===== config.mk =====
export PLATFORM = sky130hd
export DESIGN_NAME = lpc_io_cycle_ctrl_flat
export DESIGN_NICKNAME = d
export VERILOG_FILES = /design/src/rtl/lpc_io_cycle_ctrl_if.sv /design/src/rtl/lpc_io_cycle_ctrl.sv /design/src/flat_wrapper.sv
export SDC_FILE = /design/constraint.sdc
export NUM_CORES = 1
export LEC_CHECK = 0
export ABC_AREA = 0
export CAP_MARGIN = 15
export CORE_MARGIN = 2
export CORE_UTILIZATION = 25
export CTS_CLUSTER_DIAMETER = 80
export CTS_CLUSTER_SIZE = 8
export DETAILED_ROUTE_END_ITERATION = 10
export GPL_TIMING_DRIVEN = 0
export PLACE_DENSITY = 0.42
export SLEW_MARGIN = 5
export SYNTH_ARGS = -nofsm -noshare
export SYNTH_HDL_FRONTEND = slang
export SYNTH_SLANG_ARGS = --single-unit

===== constraint.sdc =====
create_clock -name Mclk -period 2.6 [get_ports Mclk]
set_input_delay 0.65 -clock Mclk [delete_from_list [all_inputs] [get_ports Mclk]]
set_output_delay 0.65 -clock Mclk [all_outputs]
set_load 0.01 [all_outputs]

===== src/rtl/lpc_io_cycle_ctrl_if.sv =====
// LPC pin and register-bank signals of lpc_io_cycle_ctrl.
// Port 80 snoop signals exist only when LPC_PORT80_SNOOP_EN is defined.
interface lpc_io_cycle_ctrl_if;
    logic        LFRAME_N;
    logic [3:0]  LAD_In;
    logic [3:0]  LAD_Out;
    logic        LAD_OE;
    logic [15:0] DevAddr;
    logic        RdDev_En;
    logic [7:0]  RdDev_Data;
    logic        WrDev_En;
    logic [7:0]  WrDev_Data;
    logic        Busy;
`ifdef LPC_PORT80_SNOOP_EN
    logic [7:0]  Port80Data;
    logic        Port80Vld;
`endif

    modport master (
`ifdef LPC_PORT80_SNOOP_EN
        input  Port80Data, Port80Vld,
`endif
        output LFRAME_N, LAD_In, RdDev_Data,
        input  LAD_Out, LAD_OE, DevAddr, RdDev_En,
        input  WrDev_En, WrDev_Data, Busy
    );

    modport slave (
`ifdef LPC_PORT80_SNOOP_EN
        output Port80Data, Port80Vld,
`endif
        input  LFRAME_N, LAD_In, RdDev_Data,
        output LAD_Out, LAD_OE, DevAddr, RdDev_En,
        output WrDev_En, WrDev_Data, Busy
    );
endinterface


===== src/rtl/lpc_io_cycle_ctrl.sv =====
// LPC peripheral I/O read/write cycle controller for the CPLD register bank.
// Optional port 80 write snooping is enabled by defining LPC_PORT80_SNOOP_EN.
module lpc_io_cycle_ctrl #(
    parameter logic [15:0] BASE_ADDR  = 16'h0800,
    parameter int unsigned WAIT_SYNCS = 2
) (
    input  logic               Mclk,
    input  logic               Reset,
    lpc_io_cycle_ctrl_if.slave bus
);
    typedef enum logic [3:0] {
        IDLE, START, ADDR, WDATA, HTAR1, HTAR2,
        SYNCW, SYNCR, RDATA, PTAR1, PTAR2, SKIP
    } state_t;

    localparam logic [3:0] WAIT_LAST = 4'(WAIT_SYNCS - 1);
    localparam logic [3:0] T_IORD    = 4'b0000;
    localparam logic [3:0] T_IOWR    = 4'b0010;

    state_t      state, state_nxt;
    logic [3:0]  cnt;
    logic        is_write, snoop, snoop_hit;
    logic        in_window, in_frame, lad_start;
    logic [15:0] dev_addr, addr_nxt;
    logic [7:0]  wr_data, rd_hold;

    assign addr_nxt  = {dev_addr[11:0], bus.LAD_In};
    assign in_window = addr_nxt[15:5] == BASE_ADDR[15:5];
    assign lad_start = !bus.LFRAME_N && bus.LAD_In == 4'b0000;
    assign in_frame  = !(state inside {IDLE, START, SKIP});

`ifdef LPC_PORT80_SNOOP_EN
    assign snoop_hit = is_write && addr_nxt == 16'h0080;
`else
    assign snoop_hit = 1'b0;
`endif

    always_ff @(posedge Mclk) begin
        if (Reset) state <= IDLE;
        else       state <= state_nxt;
    end

    always_comb begin
        state_nxt    = state;
        bus.LAD_Out  = 4'hF;
        bus.LAD_OE   = 1'b0;
        bus.RdDev_En = 1'b0;
        bus.WrDev_En = 1'b0;
        unique case (state)
            IDLE, SKIP: if (lad_start) state_nxt = START;
            START: begin
                if (!bus.LFRAME_N)
                    state_nxt = lad_start ? START : SKIP;
                else if (bus.LAD_In == T_IORD || bus.LAD_In == T_IOWR)
                    state_nxt = ADDR;
                else
                    state_nxt = SKIP;
            end
            ADDR: if (cnt == 4'd3) begin
                if (in_window)      state_nxt = is_write ? WDATA : HTAR1;
                else if (snoop_hit) state_nxt = WDATA;
                else                state_nxt = SKIP;
            end
            WDATA: if (cnt == 4'd1) state_nxt = snoop ? SKIP : HTAR1;
            HTAR1: state_nxt = HTAR2;
            HTAR2: begin
                bus.RdDev_En = !is_write;
                state_nxt    = is_write ? SYNCR : SYNCW;
            end
            SYNCW: begin
                bus.LAD_OE  = 1'b1;
                bus.LAD_Out = 4'b0101;
                if (cnt == WAIT_LAST) state_nxt = SYNCR;
            end
            SYNCR: begin
                bus.LAD_OE   = 1'b1;
                bus.LAD_Out  = 4'b0000;
                bus.WrDev_En = is_write;
                state_nxt    = is_write ? PTAR1 : RDATA;
            end
            RDATA: begin
                bus.LAD_OE  = 1'b1;
                bus.LAD_Out = cnt[0] ? rd_hold[7:4] : rd_hold[3:0];
                if (cnt == 4'd1) state_nxt = PTAR1;
            end
            PTAR1: begin
                bus.LAD_OE = 1'b1;
                state_nxt  = PTAR2;
            end
            PTAR2:   state_nxt = IDLE;
            default: state_nxt = IDLE;
        endcase
        // A host abort ends any frame in progress
        if (in_frame && !bus.LFRAME_N)
            state_nxt = (bus.LAD_In == 4'b0000) ? START : SKIP;
    end

    always_ff @(posedge Mclk) begin
        if (Reset) begin
            cnt      <= 4'd0;
            is_write <= 1'b0;
            snoop    <= 1'b0;
            dev_addr <= 16'h0000;
            wr_data  <= 8'h00;
            rd_hold  <= 8'h00;
        end else begin
            cnt <= (state_nxt == state) ? cnt + 4'd1 : 4'd0;
            if (state == START && bus.LFRAME_N)
                is_write <= bus.LAD_In == T_IOWR;
            if (state == ADDR && bus.LFRAME_N)
                dev_addr <= addr_nxt;
            if (state == ADDR && cnt == 4'd3)
                snoop <= snoop_hit;
            if (state == WDATA && bus.LFRAME_N && !snoop)
                wr_data <= {bus.LAD_In, wr_data[7:4]};
            // Registered read mux has settled by the last wait state
            if (state == SYNCW && cnt == WAIT_LAST)
                rd_hold <= bus.RdDev_Data;
        end
    end

`ifdef LPC_PORT80_SNOOP_EN
    logic [3:0] p80_lo;
    logic [7:0] p80_data;
    logic       p80_vld;

    always_ff @(posedge Mclk) begin
        if (Reset) begin
            p80_lo   <= 4'h0;
            p80_data <= 8'h00;
            p80_vld  <= 1'b0;
        end else begin
            p80_vld <= 1'b0;
            if (state == WDATA && snoop && bus.LFRAME_N) begin
                if (cnt == 4'd0) begin
                    p80_lo <= bus.LAD_In;
                end else begin
                    p80_data <= {bus.LAD_In, p80_lo};
                    p80_vld  <= 1'b1;
                end
            end
        end
    end

    assign bus.Port80Data = p80_data;
    assign bus.Port80Vld  = p80_vld;
`endif

    assign bus.DevAddr    = dev_addr;
    assign bus.WrDev_Data = wr_data;
    assign bus.Busy       = state != IDLE;
endmodule

===== src/flat_wrapper.sv =====
// flat-port wrapper written by rule: the top's interface ports become plain ports
module lpc_io_cycle_ctrl_flat 
#(
    parameter logic [15:0] BASE_ADDR  = 16'h0800,
    parameter int unsigned WAIT_SYNCS = 2
)
  (Mclk, Reset, bus_LFRAME_N, bus_LAD_In, bus_RdDev_Data, bus_LAD_Out, bus_LAD_OE, bus_DevAddr, bus_RdDev_En, bus_WrDev_En, bus_WrDev_Data, bus_Busy);
  lpc_io_cycle_ctrl_if bus_i ();
  input  logic Mclk;
  input  logic Reset;
  input wire logic [$bits(bus_i.LFRAME_N)-1:0] bus_LFRAME_N;
  input wire logic [$bits(bus_i.LAD_In)-1:0] bus_LAD_In;
  input wire logic [$bits(bus_i.RdDev_Data)-1:0] bus_RdDev_Data;
  output wire logic [$bits(bus_i.LAD_Out)-1:0] bus_LAD_Out;
  output wire logic [$bits(bus_i.LAD_OE)-1:0] bus_LAD_OE;
  output wire logic [$bits(bus_i.DevAddr)-1:0] bus_DevAddr;
  output wire logic [$bits(bus_i.RdDev_En)-1:0] bus_RdDev_En;
  output wire logic [$bits(bus_i.WrDev_En)-1:0] bus_WrDev_En;
  output wire logic [$bits(bus_i.WrDev_Data)-1:0] bus_WrDev_Data;
  output wire logic [$bits(bus_i.Busy)-1:0] bus_Busy;
  assign bus_i.LFRAME_N = bus_LFRAME_N;
  assign bus_i.LAD_In = bus_LAD_In;
  assign bus_i.RdDev_Data = bus_RdDev_Data;
  assign bus_LAD_Out = bus_i.LAD_Out;
  assign bus_LAD_OE = bus_i.LAD_OE;
  assign bus_DevAddr = bus_i.DevAddr;
  assign bus_RdDev_En = bus_i.RdDev_En;
  assign bus_WrDev_En = bus_i.WrDev_En;
  assign bus_WrDev_Data = bus_i.WrDev_Data;
  assign bus_Busy = bus_i.Busy;
  lpc_io_cycle_ctrl #(.BASE_ADDR(BASE_ADDR), .WAIT_SYNCS(WAIT_SYNCS)) u_core (.Mclk(Mclk), .Reset(Reset), .bus(bus_i));
endmodule

Word-level counts from Yosys, hierarchy flattened
Index checks and enable logic that the tools add are counted.
{"block": "totals", "regBits": 41, "inputBits": 15, "output_inout_bits": 32, "word_cells": 60}
{"block": "op_classes", "n_addsub": 1, "eq_ne": 15, "n_mux": 20, "n_bitwise": 1, "n_reduce_logical": 17}
{"operator": "4-bit two-way mux", "n": 12}
{"operator": "4-bit one-hot mux with 10 select lines", "n": 1}
{"operator": "4-bit by 2-bit equality test with 1-bit output (second input constant)", "n": 4}
{"operator": "4-bit by 3-bit equality test with 1-bit output (second input constant)", "n": 4}
{"operator": "4-bit equality test (second input constant)", "n": 3}
{"operator": "4-bit one-hot mux with 3 select lines", "n": 1}
{"operator": "11-bit by 7-bit equality test with 1-bit output (second input constant)", "n": 1}
{"operator": "4-bit by 1-bit equality test with 1-bit output (second input constant)", "n": 2}
{"operator": "4-bit zero test", "n": 2}
{"operator": "1-bit logical AND", "n": 6}
{"operator": "1-bit two-way mux", "n": 5}
{"operator": "4-bit by 1-bit adder with 4-bit output (second input constant)", "n": 1}
{"operator": "4-bit equality test", "n": 1}
{"operator": "4-bit nonzero test", "n": 1}
{"operator": "2-bit OR reduction", "n": 2}
{"operator": "4-bit OR reduction", "n": 1}
{"operator": "1-bit zero test", "n": 3}
{"operator": "3-bit two-way mux", "n": 1}
{"operator": "3-bit nonzero test", "n": 1}
{"operator": "1-bit logical OR", "n": 1}
{"operator": "1-bit NOT", "n": 1}

Depth between registers and ports, before layout
Gate-level depths: netlist of run 1.
{"block": "depth", "depth_word": 9, "depth_mapped": 8}

Least setup slack after synthesis of run 1
OpenSTA, ideal clock, no wires.
{"block": "synth_path", "path_type": "input port to flip-flop", "startpoint": "in bus_LAD_In[0]", "endpoint": "reg u_core.cnt[3]", "setup_time_ns": 0.073, "arrival_ns": 2.180, "slack_ns": 0.347, "cell_stages": 6, "n_path_buf": 0, "cell_sequence": "nor4_4 nand2b_1 a221o_1 o32a_1 a311o_1 nor3_2"}
{"block": "synth_via", "elab_chain_len": 9, "elab_cells_between_ends": 14}
{"element": "start: declaration", "line": "flat_wrapper.sv:12", "text": "input wire logic [$bits(bus_i.LAD_In)-1:0] bus_LAD_In;"}
{"element": "4-bit by 2-bit equality test with 1-bit output or 4-bit zero test (tied branches)", "line": "lpc_io_cycle_ctrl.sv:54, lpc_io_cycle_ctrl.sv:29, lpc_io_cycle_ctrl.sv:95"}
{"element": "1-bit logical OR or 1-bit logical AND (tied branches)", "line": "lpc_io_cycle_ctrl.sv:54, lpc_io_cycle_ctrl.sv:29"}
{"element": "4-bit two-way mux (on tied branches)", "line": "lpc_io_cycle_ctrl.sv:54, lpc_io_cycle_ctrl.sv:53"}
{"element": "4-bit two-way mux", "line": "lpc_io_cycle_ctrl.sv:52", "text": "if (!bus.LFRAME_N)"}
{"element": "4-bit one-hot mux with 10 select lines", "line": "lpc_io_cycle_ctrl.sv:49", "text": "unique case (state)"}
{"element": "4-bit two-way mux (*)", "line": "lpc_io_cycle_ctrl.sv:94", "text": "if (in_frame && !bus.LFRAME_N)"}
{"element": "4-bit equality test (*)", "line": "lpc_io_cycle_ctrl.sv:107", "text": "cnt <= (state_nxt == state) ? cnt + 4'd1 : 4'd0;"}
{"element": "1-bit NOT (no source line) (*)"}
{"element": "2-bit OR reduction (no source line) (*)"}
{"element": "end signal: assignment", "line": "lpc_io_cycle_ctrl.sv:107"}
{"element": "end: declaration", "line": "lpc_io_cycle_ctrl.sv:21", "text": "logic [3:0] cnt;"}
Every way passes the cells marked *; elsewhere a longest branch is shown, timed or not.
A chain may end at the register's enable or synchronous reset.

Worst setup path in the final report of run 1
{"block": "layout_path", "startpoint": "reg u_core.state[1]", "endpoint": "out bus_WrDev_En"}
{"block": "layout_via", "elab_chain_len": 2}
{"element": "start: declaration", "line": "lpc_io_cycle_ctrl.sv:20", "text": "state_t state, state_nxt;"}
{"element": "start signal: assignment", "line": "lpc_io_cycle_ctrl.sv:40", "text": "else state <= state_nxt;"}
{"element": "4-bit by 3-bit equality test with 1-bit output", "line": "lpc_io_cycle_ctrl.sv:49"}
{"element": "1-bit two-way mux", "line": "lpc_io_cycle_ctrl.sv:49"}
{"element": "end: declaration", "line": "flat_wrapper.sv:18", "text": "output wire logic [$bits(bus_i.WrDev_En)-1:0] bus_WrDev_En;"}
Every way passes these cells.

==> results of run 1 <==
-- worst reg2reg max path, stage by stage, from the launching register on --
cell and delay [ns]:
dfxtp_1 0.38, ha_1 0.21, or3b_2 0.51, nor4_2 0.26
o22ai_1 0.21, o32a_1 0.33, a311o_1 0.34, nor3_1 0.15
-- placed cells by master (no fill, tap or decap), types with 4 or more instances in the layout --
| cell | count |
|---|---|
| clkbuf_1 | 5 |
| a31oi_1 | 5 |
| mux2i_1 | 38 |
| nand2_1 | 9 |
| dlygate4sd2_1 | 6 |
| buf_6 | 5 |
| clkdlybuf4s50_1 | 37 |
| clkbuf_8 | 6 |
| dfxtp_1 | 40 |
| nor3_1 | 8 |
| a21oi_1 | 8 |
| nand3_1 | 7 |
| nor2_1 | 39 |
| buf_4 | 4 |
-- power breakdown --
group	switching [mW]	internal, mW	total [mW]
Combinational	0.668	0.563	1.23
Clock	0.245	0.190	0.435
Sequential	0.0313	0.667	0.698
-- worst min-delay path by stage --
stage	startpoint	end	depth (start not counted)
after global routing	u_core.is_write	u_core.is_write	2
final	u_core.is_write	u_core.is_write	2
after floorplan	u_core.is_write	u_core.is_write	2
after CTS	u_core.is_write	u_core.is_write	2
after global placement	u_core.rd_hold[3]	u_core.rd_hold[3]	2
after detailed placement	u_core.is_write	u_core.is_write	2
-- per-layer routing --
metal / vias to the layer above / GRT usage / wire length, um
met5: - / 0 / 0
met1: 977 / 0.1898 / 3028
met2: 39 / 0.2213 / 3120
met3: 9 / 0.02935 / 199
met4: 0 / 0.03953 / 103
li1: 993 / - / -
-- area by class of cell --
type	count	area (um2)
inverters	4	18.77
multi-input cells	184	1324
fillers	902	5648
well taps	108	135.1
clock inverters	2	15.01
flip-flops and latches	41	822.0
repair buffers	50	490.5
clock buffers	6	72.57
plain buffers	14	110.1
-- state kept, by name, indices dropped and copies added (netlist names) --
| register | flops |
|---|---|
| u_core.rd_hold | 8 |
| u_core.bus.WrDev_Data | 8 |
| u_core.is_write | 1 |
| u_core.bus.DevAddr | 16 |
| u_core.cnt | 4 |
| u_core.state | 4 |
-- metrics by stage --
step / cell area (um2) / hold WS [ns]
after floorplan: 2202 / 0.4426
after global placement: 2798 / 0.4777
after detailed placement: 2798 / 0.4799
after CTS: 2953 / 0.4948
after global routing: 2988 / 0.5355
final: 2988 / 0.4864
-- cell families (layout without fill, tap and decap cells) --
kind of cell,Yosys count,count (layout),share of synthesized area
AOI/OAI and AO/OA,35,35,0.1153
buffers and inverters,19,76,0.04829
DFF,41,41,0.3727
adders and majority gates,3,3,0.01591
muxes,38,38,0.1727
xor gates and xnor gates,4,4,0.01591
and+or+nand+nor,104,104,0.2591
-- timing repair --
action                                  in CTS  in global routing
setup buffers                                2                  2
pin swaps                                    3                  0
resized for setup                           22                  9
hold buffers                                 0                  0
endpoints found under the setup margin      30                 18
==> impl_metrics.csv, run 1 <==
group,metric,value,unit
synthesis,synthesis.area,2202,um2
grt,grt_max_degree,14,
timing,setup_viol,0,
cells_and_area,diodes,0,
synthesis,synth.distinct_cells,57,
pwr,power_density,791.3,nW/um2
grt,grt.total_usage,0.1388,
worst_setup_path,crit_start,"u_core.state[1]",
timing,clock_skew,0.01843,ns
synthesis,async_flop_share,0,
synthesis,synth_ff_type,"dfxtp_1",
synthesis,synth_commonest_cells,"41 x dfxtp_1, 40 x nor2_1, 38 x mux2i_1",
synthesis,synth-edff-count,0,
worst_setup_path,rr_worst_depth,7,
cells_and_area,fin_util,0.3460,
worst_hold_path,min_path_type,"flip-flop to flip-flop",
job,cap_violations,0,
worst_setup_path,path_buf_inv,3,
worst_setup_path,crit_family,"buffers and inverters",
synthesis,yosysMostFrequentCell,"dfxtp_1",
synthesis,yosysWarningCount,0,
routing,dr.first_iter.drc_count,77,
worst_setup_path,crit_path_start_kind,"flip-flop",
synthesis,ys_seq_elements,41,
place,dpl.cell_count,398,
worst_setup_path,critical_path.endpoint,"bus_WrDev_En",
cells_and_area,nets,317,
routing,totalWireLength,6451,um
cells_and_area,drive_gt1_frac,0.1329,
worst_setup_path,crit_cells,5,
timing,drv_slew,0,
synthesis,yosys-top-cells-area,"dfxtp_1 37%, mux2i_1 17%, nor2_1 6.8%, nor3_1 2.3%, a21oi_1 1.8%",
synthesis,synth_top_cell_area_share,0.3727,
timing,worstMarginPinSlew,0.7822,ns
pwr,ir_drop,275.0,uV
floorplanning,num_rows,34,
clock_network,numCtsBuffers,5,
pwr,power.leakage,1.214,nW
routing,vias,2018,
worst_setup_path,cp_cell_sequence,"buf_6 > buf_6 > and3_4 > and2_1 > clkdlybuf4s50_1",
pwr,power,2.364,mW
grt,antenna_found_initial,0,
place,io_buffers,46,
routing,wl_per_cell,15.77,um
floorplanning,core,8636,um2
clock_network,root_buffer,"clkbuf_8",
clock_network,clk_pin_slew,0.10,ns
worst_setup_path,path_max_fanout,10,
floorplanning,ioPinCount,47,
timing,period_share,0.9738,
timing,finalHoldViolCount,0,
clock_network,clockBufferDepth,2,
routing,drt.antenna.violating_nets,0,
worst_setup_path,max_stage_delay,0.54,ns
timing,finalCriticalPeriod,2.532,ns
timing,relSlewSlack,0.4737,
floorplanning,start_util,0.2550,
place,dp_hpwl,4703,um
floorplanning,die_w,97.86,um
floorplanning,die_area,9576,um2
synthesis,syn_avg_cell_area,9.025,um2
worst_setup_path,cp.arrival,1.88,ns
grt,grt.overflow.total,0,
clock_network,cts_tree,"yes",
routing,drc,0,
routing,routed_via_density,4.934,
worst_setup_path,path_class,"flip-flop to output port",
floorplanning,die_h,97.86,um
synthesis,seq_area_frac_synth,0.3727,
routing,firstDrtPassIters,5,
worst_setup_path,critical-path-slowest-cell,"clkdlybuf4s50_1",
synthesis,syn_nets,261,
clock_network,cts.sinks,41,
worst_setup_path,worstPathRequired,1.95,ns
synthesis,synthCells,244,
timing,fmax,395.0,MHz
cells_and_area,fin_cells,409,
worst_setup_path,r2r-end,"u_core.cnt[0]",
worst_setup_path,regToRegStartpoint,"u_core.cnt[0]",
status,outcome,"finished, final reports clean",
worst_setup_path,endpoint_kind,"output port",
timing,setup_tns,0,ns
place,gp_congestion,0.7748,
place,dp_slack,-0.4483,ns
worst_setup_path,reg2reg_slack,0.14,ns
worst_setup_path,cp_common_cell,"buf_6",
synthesis,yosys.area.top_type,"dfxtp_1",
grt,grt_pass1_wl,10670,um
clock_network,clk-insertion-delay-late,0.30,ns
clock_network,htree_num_levels,2,
cells_and_area,area_delta_synth_final,35.68,%
timing,worst_slack,0.06816,ns
grt,grt_pass1_vias,1986,
(Power assumes the default switching activity.)
==> run 2, diff against run 1 <==
--- a/config.mk
+++ b/config.mk
@@ -14,6 +14,7 @@
 export DETAILED_ROUTE_END_ITERATION = 10
 export GPL_TIMING_DRIVEN = 0
 export PLACE_DENSITY = 0.42
+export SKIP_LAST_GASP = 1
 export SLEW_MARGIN = 5
 export SYNTH_ARGS = -nofsm -noshare
 export SYNTH_HDL_FRONTEND = slang
==> impl_metrics.csv, run 2 (same netlist as run 1, synthesis figures left out) <==
group,metric,value,unit
status,outcome,"finished, final reports clean",
timing,hold_ws,0.4864,ns
cells_and_area,nets,317,
worst_hold_path,holdPathStages,2,
timing,relSlewSlack,0.4737,
floorplanning,core,8636,um2
clock_network,hold_buffers,0,
pwr,power_density,792.6,nW/um2
routing,vias,2020,
job,cap_violations,0,
clock_network,cts.sinks,41,
place,dp_slack,-0.4483,ns
cells_and_area,diodes,0,
pwr,combPwrFrac,0.521,
clock_network,clk_pin_slew,0.10,ns
pwr,ir_drop,275.0,uV
pwr,switchingPower,0.9446,mW
routing,wl_per_cell,15.75,um
timing,worst_slack,0.06891,ns
worst_setup_path,cp_common_cell,"buf_6",
timing,finalHoldViolCount,0,
worst_setup_path,r2r-end,"u_core.cnt[0]",
routing,drc,0,
timing,drv_slew,0,
worst_setup_path,cp.arrival,1.88,ns
floorplanning,start_util,0.2550,
place,placed_cell_area,2798,um2
routing,totalWireLength,6443,um
place,dp_hpwl,4703,um
pwr,power.leakage,1.212,nW
worst_setup_path,cp_cell_sequence,"buf_6 > buf_6 > and3_4 > and2_1 > clkdlybuf4s50_1",
floorplanning,ioPinCount,47,
grt,grt.total_usage,0.1388,
worst_hold_path,min_from,"u_core.is_write",
worst_setup_path,crit_path_start_kind,"flip-flop",
grt,grt.overflow.total,0,
routing,drt.antenna.violating_nets,0,
clock_network,root_buffer,"clkbuf_8",
clock_network,cts_tree,"yes",
worst_setup_path,rr_worst_depth,7,
floorplanning,num_rows,34,
place,io_buffers,46,
pwr,p_int,1.422,mW
clock_network,htree_num_levels,2,
worst_setup_path,path_buf_inv,3,
worst_setup_path,path_class,"flip-flop to output port",
timing,fmax,395.1,MHz
pwr,switching_share,0.3992,
worst_setup_path,regToRegStartpoint,"u_core.cnt[0]",
floorplanning,die_area,9576,um2
timing,setup_viol,0,
cells_and_area,drive_gt1_frac,0.1329,
timing,finalCriticalPeriod,2.531,ns
floorplanning,die_h,97.86,um
floorplanning,die_w,97.86,um
grt,grt_max_degree,14,
cells_and_area,fin_util,0.3457,
place,gp_congestion,0.7748,
worst_setup_path,worstPathRequired,1.95,ns
timing,clock_skew,0.01842,ns
cells_and_area,area_delta_synth_final,35.57,%
worst_setup_path,path_max_fanout,10,
worst_hold_path,min_path_type,"flip-flop to flip-flop",
cells_and_area,final_cell_mix,"40 x dfxtp_1, 39 x nor2_1, 38 x mux2i_1, 38 x clkdlybuf4s50_1, 9 x nand2_1",
worst_setup_path,reg2reg_slack,0.14,ns
grt,antenna_found_initial,0,
worst_setup_path,max_stage_delay,0.54,ns
timing,setup_tns,0,ns
timing,worstMarginPinSlew,0.7822,ns
worst_setup_path,endpoint_kind,"output port",
clock_network,clk-insertion-delay-late,0.30,ns
cells_and_area,final_common_cell,"dfxtp_1",
timing,rsz0062_at_grt,"true",
timing,period_share,0.9735,
cells_and_area,fin_area,2985,um2
routing,dr.first_iter.drc_count,77,
worst_setup_path,crit_family,"buffers and inverters",
pwr,p_seq_frac,0.295,
cells_and_area,largest_reg_flops,16,
grt,grt_pass1_vias,1986,
clock_network,numCtsBuffers,5,
grt,grt_pass1_wl,10670,um
routing,firstDrtPassIters,5,
pwr,clkPwrFrac,0.184,
routing,routed_via_density,4.939,
worst_setup_path,critical-path-slowest-cell,"clkdlybuf4s50_1",
worst_hold_path,worstHoldEndpoint,"u_core.is_write",
clock_network,clockBufferDepth,2,
[run 2: cell types whose count changed in the layout (fill, tap and decap cells not counted), sizes merged]
cell           before  now
clkdlybuf4s50      37   38
dlymetal6s2s        3    2
[run 2: worst max path at each step]
stage	start	end	slack, ns	cells past startpoint
6_report	u_core.state[1]	bus_WrDev_En	0.07	5
5_1_grt	u_core.state[1]	bus_LAD_Out[0]	-0.01	6
4_1_cts	u_core.state[3]	bus_LAD_Out[3]	0.009	6
3_5_place_dp	bus_LAD_In[0]	u_core.cnt[2]	-0.45	7
3_3_place_gp	bus_LAD_In[0]	u_core.cnt[2]	-0.44	7
2_1_floorplan	bus_LAD_In[0]	u_core.cnt[3]	0.35	6
[run 2: area by class of cell]
class / instances / area (um2)
buffer: 14 / 110.1
clock buffer: 6 / 72.57
clock inverter: 2 / 15.01
fill: 903 / 5650
inverter: 4 / 18.77
multi-input combinational: 184 / 1324
sequential: 41 / 822.0
tap: 108 / 135.1
timing repair buffer: 50 / 488.0
[run 2: per-layer routing]
| layer | share of wire | wire [um] | vias to the layer above | global-route usage |
|---|---|---|---|---|
| li1 | - | - | 993 | - |
| met1 | 0.47 | 3016 | 975 | 0.1898 |
| met2 | 0.48 | 3116 | 43 | 0.2213 |
| met3 | 0.032 | 206 | 9 | 0.02935 |
| met4 | 0.016 | 103 | 0 | 0.03953 |
| met5 | 0 | 0 | - | 0 |
[run 2: power by group through the flow]
stage	Sequential [mW]	Clock (mW)	Combinational (mW)
detailed placement	0.711	0	1.10
global placement	0.712	0	1.11
CTS	0.698	0.455	1.22
finish	0.698	0.435	1.23
floorplan	0.705	0	0.748
global route	0.705	0.480	1.34
[run 2: tightest hold or removal path, cell delays in order, from the launching register on]
cell     delay [ns]
dfxtp_1        0.34
nand2_1        0.06
a21oi_1        0.05
[run 2: per-stage QoR]
stage | total power, mW | cells
after floorplan | 1.454 | 244
after global placement | 1.818 | 398
after detailed placement | 1.815 | 398
after CTS | 2.370 | 407
after global routing | 2.527 | 409
final | 2.366 | 409
[run 2: what timing repair did]
| item | in CTS | in global routing |
|---|---|---|
| pin swaps | 3 | 0 |
| endpoints found under the setup margin | 30 | 18 |
| setup buffers | 2 | 2 |
| resized for setup | 22 | 8 |
